File: src/rtl/btn_step_ctrl.sv
// btn_step_ctrl: debounces raw buttons and queues one instruction word per press for the sequencer
// Ports:
//   clk           clock
//   rst_n         asynchronous active-low reset, released through a 2-flop synchroniser
//   i_btn         raw push-buttons, active high, unsynchronised
//   i_sw          raw operand switches
//   i_prefix      static opcode prefix per channel, channel k at [k*PFX_W +: PFX_W]
//   o_inst        FIFO head word
//   o_inst_valid  FIFO not empty
//   i_inst_ready  sequencer accepts o_inst this cycle
//   o_btn_level   debounced button levels
//   o_evt_cnt     count of accepted instructions, wraps
//   o_overflow    sticky: a word was dropped on a full FIFO
module btn_step_ctrl #(
    parameter int NUM_BTN    = 2,
    parameter int DIV_W      = 17,
    parameter int STABLE_N   = 3,
    parameter int INST_W     = 8,
    parameter int PFX_W      = 2,
    parameter int FIFO_DEPTH = 4,
    parameter int CNT_W      = 8
) (
    input  logic                       clk,
    input  logic                       rst_n,
    input  logic [NUM_BTN-1:0]         i_btn,
    input  logic [INST_W-PFX_W-1:0]    i_sw,
    input  logic [NUM_BTN*PFX_W-1:0]   i_prefix,
    output logic [INST_W-1:0]          o_inst,
    output logic                       o_inst_valid,
    input  logic                       i_inst_ready,
    output logic [NUM_BTN-1:0]         o_btn_level,
    output logic [CNT_W-1:0]           o_evt_cnt,
    output logic                       o_overflow
);
    localparam int OP_W = INST_W - PFX_W;
    localparam int AW   = $clog2(FIFO_DEPTH);

    logic [1:0]              r_rst_sync;
    logic                    w_rst_n;
    logic [DIV_W-1:0]        r_div;
    logic                    r_en;
    logic [NUM_BTN-1:0]      r_btn_s1, r_btn_s2;
    logic [OP_W-1:0]         r_sw_s1, r_sw_s2, r_sw_q;
    logic [STABLE_N-1:0]     r_hist [NUM_BTN];
    logic [STABLE_N-1:0]     w_hist_nxt [NUM_BTN];
    logic [NUM_BTN-1:0]      r_level, r_level_d, r_pend, w_grant;
    logic [PFX_W-1:0]        w_pfx;
    logic                    r_push;
    logic [INST_W-1:0]       r_push_word;
    logic [INST_W-1:0]       r_mem [FIFO_DEPTH];
    logic [AW:0]             r_wptr, r_rptr;
    logic                    w_empty, w_full, w_pop, w_wr, w_drop;
    logic [CNT_W-1:0]        r_evt;
    logic                    r_ovf;

    // Reset asserts immediately but releases on a clock edge
    always_ff @(posedge clk or negedge rst_n) begin
        if (!rst_n) r_rst_sync <= '0;
        else        r_rst_sync <= {r_rst_sync[0], 1'b1};
    end
    assign w_rst_n = r_rst_sync[1];

    // Lowest-index pending channel wins; the rest wait for later cycles
    assign w_grant = r_pend & (-r_pend);

    always_comb begin
        for (int k = 0; k < NUM_BTN; k++)
            w_hist_nxt[k] = {r_hist[k][STABLE_N-2:0], r_btn_s2[k]};
        w_pfx = '0;
        for (int k = 0; k < NUM_BTN; k++)
            if (w_grant[k]) w_pfx = i_prefix[k*PFX_W +: PFX_W];
    end

    assign w_empty = r_wptr == r_rptr;
    assign w_full  = (r_wptr[AW] != r_rptr[AW]) && (r_wptr[AW-1:0] == r_rptr[AW-1:0]);
    assign w_pop   = !w_empty && i_inst_ready;
    // A pop in the same cycle frees the slot, so a full FIFO still accepts the word
    assign w_wr    = r_push && (!w_full || w_pop);
    assign w_drop  = r_push && w_full && !w_pop;

    always_ff @(posedge clk or negedge w_rst_n) begin
        if (!w_rst_n) begin
            r_div       <= '0;
            r_en        <= 1'b0;
            r_btn_s1    <= '0;
            r_btn_s2    <= '0;
            r_sw_s1     <= '0;
            r_sw_s2     <= '0;
            r_sw_q      <= '0;
            for (int k = 0; k < NUM_BTN; k++) r_hist[k] <= '0;
            r_level     <= '0;
            r_level_d   <= '0;
            r_pend      <= '0;
            r_push      <= 1'b0;
            r_push_word <= '0;
            for (int k = 0; k < FIFO_DEPTH; k++) r_mem[k] <= '0;
            r_wptr      <= '0;
            r_rptr      <= '0;
            r_evt       <= '0;
            r_ovf       <= 1'b0;
        end else begin
            r_div    <= r_div + DIV_W'(1);
            r_en     <= &r_div;
            r_btn_s1 <= i_btn;
            r_btn_s2 <= r_btn_s1;
            r_sw_s1  <= i_sw;
            r_sw_s2  <= r_sw_s1;
            if (r_en) begin
                r_sw_q <= r_sw_s2;
                for (int k = 0; k < NUM_BTN; k++) begin
                    r_hist[k]  <= w_hist_nxt[k];
                    r_level[k] <= (&w_hist_nxt[k]) ? 1'b1 : (|w_hist_nxt[k]) ? r_level[k] : 1'b0;
                end
            end
            r_level_d   <= r_level;
            // Only press edges request a word; the grant clears even if the word is later dropped
            r_pend      <= (r_pend & ~w_grant) | (r_level & ~r_level_d);
            r_push      <= |r_pend;
            r_push_word <= {w_pfx, r_sw_q};
            if (w_wr) begin
                r_mem[r_wptr[AW-1:0]] <= r_push_word;
                r_wptr                <= r_wptr + (AW+1)'(1);
            end
            if (w_pop) begin
                r_rptr <= r_rptr + (AW+1)'(1);
                r_evt  <= r_evt + CNT_W'(1);
            end
            if (w_drop) r_ovf <= 1'b1;
        end
    end

    assign o_inst       = r_mem[r_rptr[AW-1:0]];
    assign o_inst_valid = !w_empty;
    assign o_btn_level  = r_level;
    assign o_evt_cnt    = r_evt;
    assign o_overflow   = r_ovf;
endmodule

File: config.mk
export PLATFORM = sky130hd
export DESIGN_NAME = btn_step_ctrl
export DESIGN_NICKNAME = d
export VERILOG_FILES = /design/src/rtl/btn_step_ctrl.sv
export SDC_FILE = /design/constraint.sdc
export NUM_CORES = 1
export LEC_CHECK = 0
export CORE_ASPECT_RATIO = 1.4
export CORE_MARGIN = 5
export CORE_UTILIZATION = 51
export DETAILED_ROUTE_END_ITERATION = 16
export PLACE_DENSITY = 0.84
export RECOVER_POWER = 100
export SLEW_MARGIN = 5
export SYNTH_ARGS = -nofsm -noshare
export SYNTH_HDL_FRONTEND = slang
export SYNTH_SLANG_ARGS = --single-unit
export TNS_END_PERCENT = 5
File: constraint.sdc
create_clock -name clk -period 3.3 [get_ports clk]
set_input_delay 0.99 -clock clk [delete_from_list [all_inputs] [get_ports clk]]
set_output_delay 0.99 -clock clk [all_outputs]
set_load 0.01 [all_outputs]
==> summary by stage, run 1 <==
Finish
At the end of the flow the core is filled with cells to 61.1%. The final layout contains 340 nets. The fraction of final layout cells sized beyond drive strength 1 is 20.2%.

The layout has 614 filler cells. The antenna cell count is 0. The post-layout instance area is 4950 µm².

Compared with the post-synthesis result, the final layout area differs by 18.5%.

Critical path
Together, buffers and inverters on the worst path number 1. Data arrives at the worst endpoint at 2.15 ns. The worst setup path is captured at a primary output. The cell family contributing the most delay on the critical path is buffers and inverters. At the worst endpoint, the required time is 2.31 ns.

The kind of start point of the critical path is a flip-flop. Traced cell by cell, the critical path runs through mux4_1 > dlygate4sd3_1. The worst-path maximum fanout is 11. The critical path class is reg2out. The maximum cell stage delay along the critical path is 0.62 ns. The slowest cell on the critical path is sky130_fd_sc_hd__dlygate4sd3_1.

Synth
The synthesized area is 4180 µm². Synthesis instantiated 28 different standard cells from the library. The count of synthesis-stage warnings from yosys is 0. The average footprint of a synthesized cell is 15.3 µm².

The cell accounting for the most synthesized area is sky130_fd_sc_hd__dfrtp_1. The share of the yosys chip area belonging to registers is 64.7%. The top-area cell type share of the netlist area is 64.7%. The number of instances in the synthesized netlist is 273.

The synthesized design contains 108 register bits. The synthesized net count is 296. Ranked by total cell area, the synthesized netlist is headed by sky130_fd_sc_hd__dfrtp_1 65%, sky130_fd_sc_hd__mux2_2 12%, sky130_fd_sc_hd__xnor2_1 5.0%.

Route
The first detailed-routing pass took 4 iterations. Detailed routing placed a total of 3600 µm of wire on met2. The detail-routed via count per cell is 5.30. The wire length on met3 is 253 µm. The final antenna-violating net count is 0. The top routing layer in use is met4. For this block, wires on met1 add up to 2670 µm. The first routing iteration left 105 violations. The DRC violation count after routing is 0. For this block, the via count after detailed routing is 2247. Dividing the detail-routed wire length by the instance count gives 15.7 µm. For this block, the routed nets add up to 6660 µm of wire.

Timing
Setup repair after global routing left no endpoint under its margin. The maximum frequency from static timing analysis is 319 MHz. The count of final max-slew check failures is 81. The sum of negative setup slack is 0 ns. In this run the tightest slew margin relative to its limit is -11.5%. The pin slew with the least headroom to its limit is 1.67 ns. For the final database, setup skew stands at 0.00641 ns.

After layout, the worst path uses 95.1% of the clock period. Setup violations remaining at the end of the flow were counted as 0. The final critical-path required period is 3.14 ns. The count of final hold-check violations is 0.

Floorplanning
From bottom edge to top edge, the die measures 117 µm. In this run the count of I/O pins placed on the die edge is 35. The total die area is 10100 µm². The count of standard-cell rows is 39. The effective utilization at floorplan is 51.5%.

In this run the horizontal extent of the chip is 86.5 µm. The total area inside the core boundary comes to 8100 µm².

Run status
The flow ran to the end, but the final reports show violations. The final reports fail on max-capacitance violations, max-slew violations.

Placed design
The final HPWL from detailed placement is 4600 µm. The number of input and output port buffers inserted is 34. The final weighted congestion of routability-driven global placement is 0.751. In this run the cell area measured after placement is 4640 µm².

Clock tree
For this design, the CTS-stage hold fixing added 0 buffers. The total clock sinks is 108. Counting along the longest clock path gives a buffer depth of 2. Counting the buffers created by CTS gives 9.

CTS placed an instance of sky130_fd_sc_hd__clkbuf_16 at the clock tree root. The total number of H-tree levels is 3. The post-CTS repair timing setup buffer count is 0.

The CTS tree is done. After clock tree synthesis, the clock-pin slew on the worst setup and hold paths is 0.07 ns. The source-to-sink clock delay at the later pin of the worst-skew pair is 0.34 ns. The number of gates resized after cts is 0.

Power and ir drop
The peak supply drop is 0.350 mV. The power density normalized to cell area is 618 nW/µm². Total power for the finished layout comes to 0.00306 W.

In this run the static leakage power is 2.42 nW.

Flow run
The count of maximum capacitance violations is 1.

Worst hold path
The class of the worst hold path is reg2reg.

Global routing
Entering global routing, the biggest net connects 81 pins. The global-route total usage across every layer is 15.0%. The number of antenna violations at the first check in global routing is 0. The first global-routing pass estimated 11700 µm of wire. The number of global-route vias before repair came to 2424.

For this run the aggregate overflow at the end of global routing stands at 0.
-- cell usage in the layout, fill, tap and decap left out, drive strengths merged --
master,n
and3,8
bufinv,3
inv,8
clkbuf,12
a31oi,1
or2,1
nor4,2
mux4,8
xnor2,24
xor2,5
conb,1
a41o,1
nand3,18
dlygate4sd3,31
dfrtp,108
a21oi,3
clkinv,1
nor2,8
nand2,13
mux2,44
nand4,2
clkdlybuf4s50,3
nor2b,2
ha,8
a41oi,1
o21ai,2
a22o,2
clkinvlp,2
-- synth_stat cells (all sizes together) --
| cell | count |
|---|---|
| a21oi | 3 |
| a22o | 2 |
| a31oi | 1 |
| a41o | 1 |
| a41oi | 1 |
| and3 | 8 |
| buf | 2 |
| clkbuf | 2 |
| conb | 1 |
| dfrtp | 108 |
| ha | 8 |
| inv | 7 |
| mux2 | 44 |
| mux4 | 8 |
| nand2 | 13 |
| nand3 | 18 |
| nand4 | 2 |
| nor2 | 8 |
| nor2b | 2 |
| nor4 | 2 |
| o21ai | 2 |
| or2 | 1 |
| xnor2 | 24 |
| xor2 | 5 |
-- through the flow --
stage               hold WS [ns]  setup slack, ns  instances
CTS                        0.351           0.0599        424
global placement           0.333            0.448        408
detailed placement         0.335            0.432        408
finish                     0.348            0.162        424
floorplan                  0.331           0.0686        273
global route               0.353           0.0895        424
-- path summary, 6_finish.rpt --
check | slack (ns) | cells past startpoint | from | endpoint
hold reg to reg | 0.35 | 0 | r_btn_s1[1] | r_btn_s2[1]
max in group asynchronous | 1.22 | 1 | r_rst_sync[1] | r_hist[0]
min in group asynchronous | 0.73 | 0 | r_rst_sync[1] | r_sw_q[2]
hold / removal | 0.35 | 0 | r_btn_s1[1] | r_btn_s2[1]
setup / recovery | 0.16 | 2 | r_rptr[0] | o_inst[5]
setup reg to reg | 0.90 | 4 | r_rptr[1] | r_mem[21]
-- worst register-to-register path, cell delays in order (launching register included) --
cell	delay, ns
sky130_fd_sc_hd__dfrtp_1	0.63
sky130_fd_sc_hd__xnor2_1	0.22
sky130_fd_sc_hd__a41oi_1	0.57
sky130_fd_sc_hd__nand2_1	0.42
sky130_fd_sc_hd__mux2_1	0.45
-- cell type report --
cell class / count / area [µm²] / share of cell area (%)
Sequential cell: 108 / 2710 / 54.7
Clock buffer: 9 / 225 / 4.55
Tap cell: 102 / 128 / 2.58
Multi-Input combinational cell: 154 / 1390 / 28.1
Clock inverter: 7 / 123 / 2.48
Timing Repair Buffer: 37 / 352 / 7.10
Inverter: 7 / 26.3 / 0.531
-- kinds of logic after synthesis --
group	share of synthesized area (%)
AND/OR/NAND/NOR	6.65
multiplexers	16.7
XOR/XNOR	6.08
other	0.0898
AO/OA/AOI/OAI	2.07
flip-flops	64.7
adder cells (fa/ha/maj)	2.40
buffers and inverters	1.26
-- flip-flops by register name, indices dropped and copies added, names as in the netlist, 3 cells and up --
name and flops:
o_evt_cnt 8, r_div 17, r_hist 4, r_mem 32
r_push_word 8, r_rptr 3, r_sw_q 6, r_sw_s1 6
r_sw_s2 6, r_wptr 3
-- report_power, final --
part           switching, W  leakage (nW)  internal, W
logic              0.000132         0.823     0.000193
registers          0.000129          1.43      0.00139
clock network      0.000469         0.162     0.000745
-- per-layer routing --
metal  vias to the layer above  global-route usage (%)
met5                         -                       0
met1                      1155                    17.6
li1                       1043                       -
met4                         0                    6.86
met2                        37                    26.2
met3                        12                    3.29
No activity file was read; power rests on OpenSTA's default activity.
==> inputs of run 2 (changes only) <==
- ABC_CLOCK_PERIOD_IN_PS: default -> 3300
- CTS_CLUSTER_SIZE: default -> 16
==> results of run 2 <==
Same layout as run 1: the final DEF is identical, and so are final timing and power.
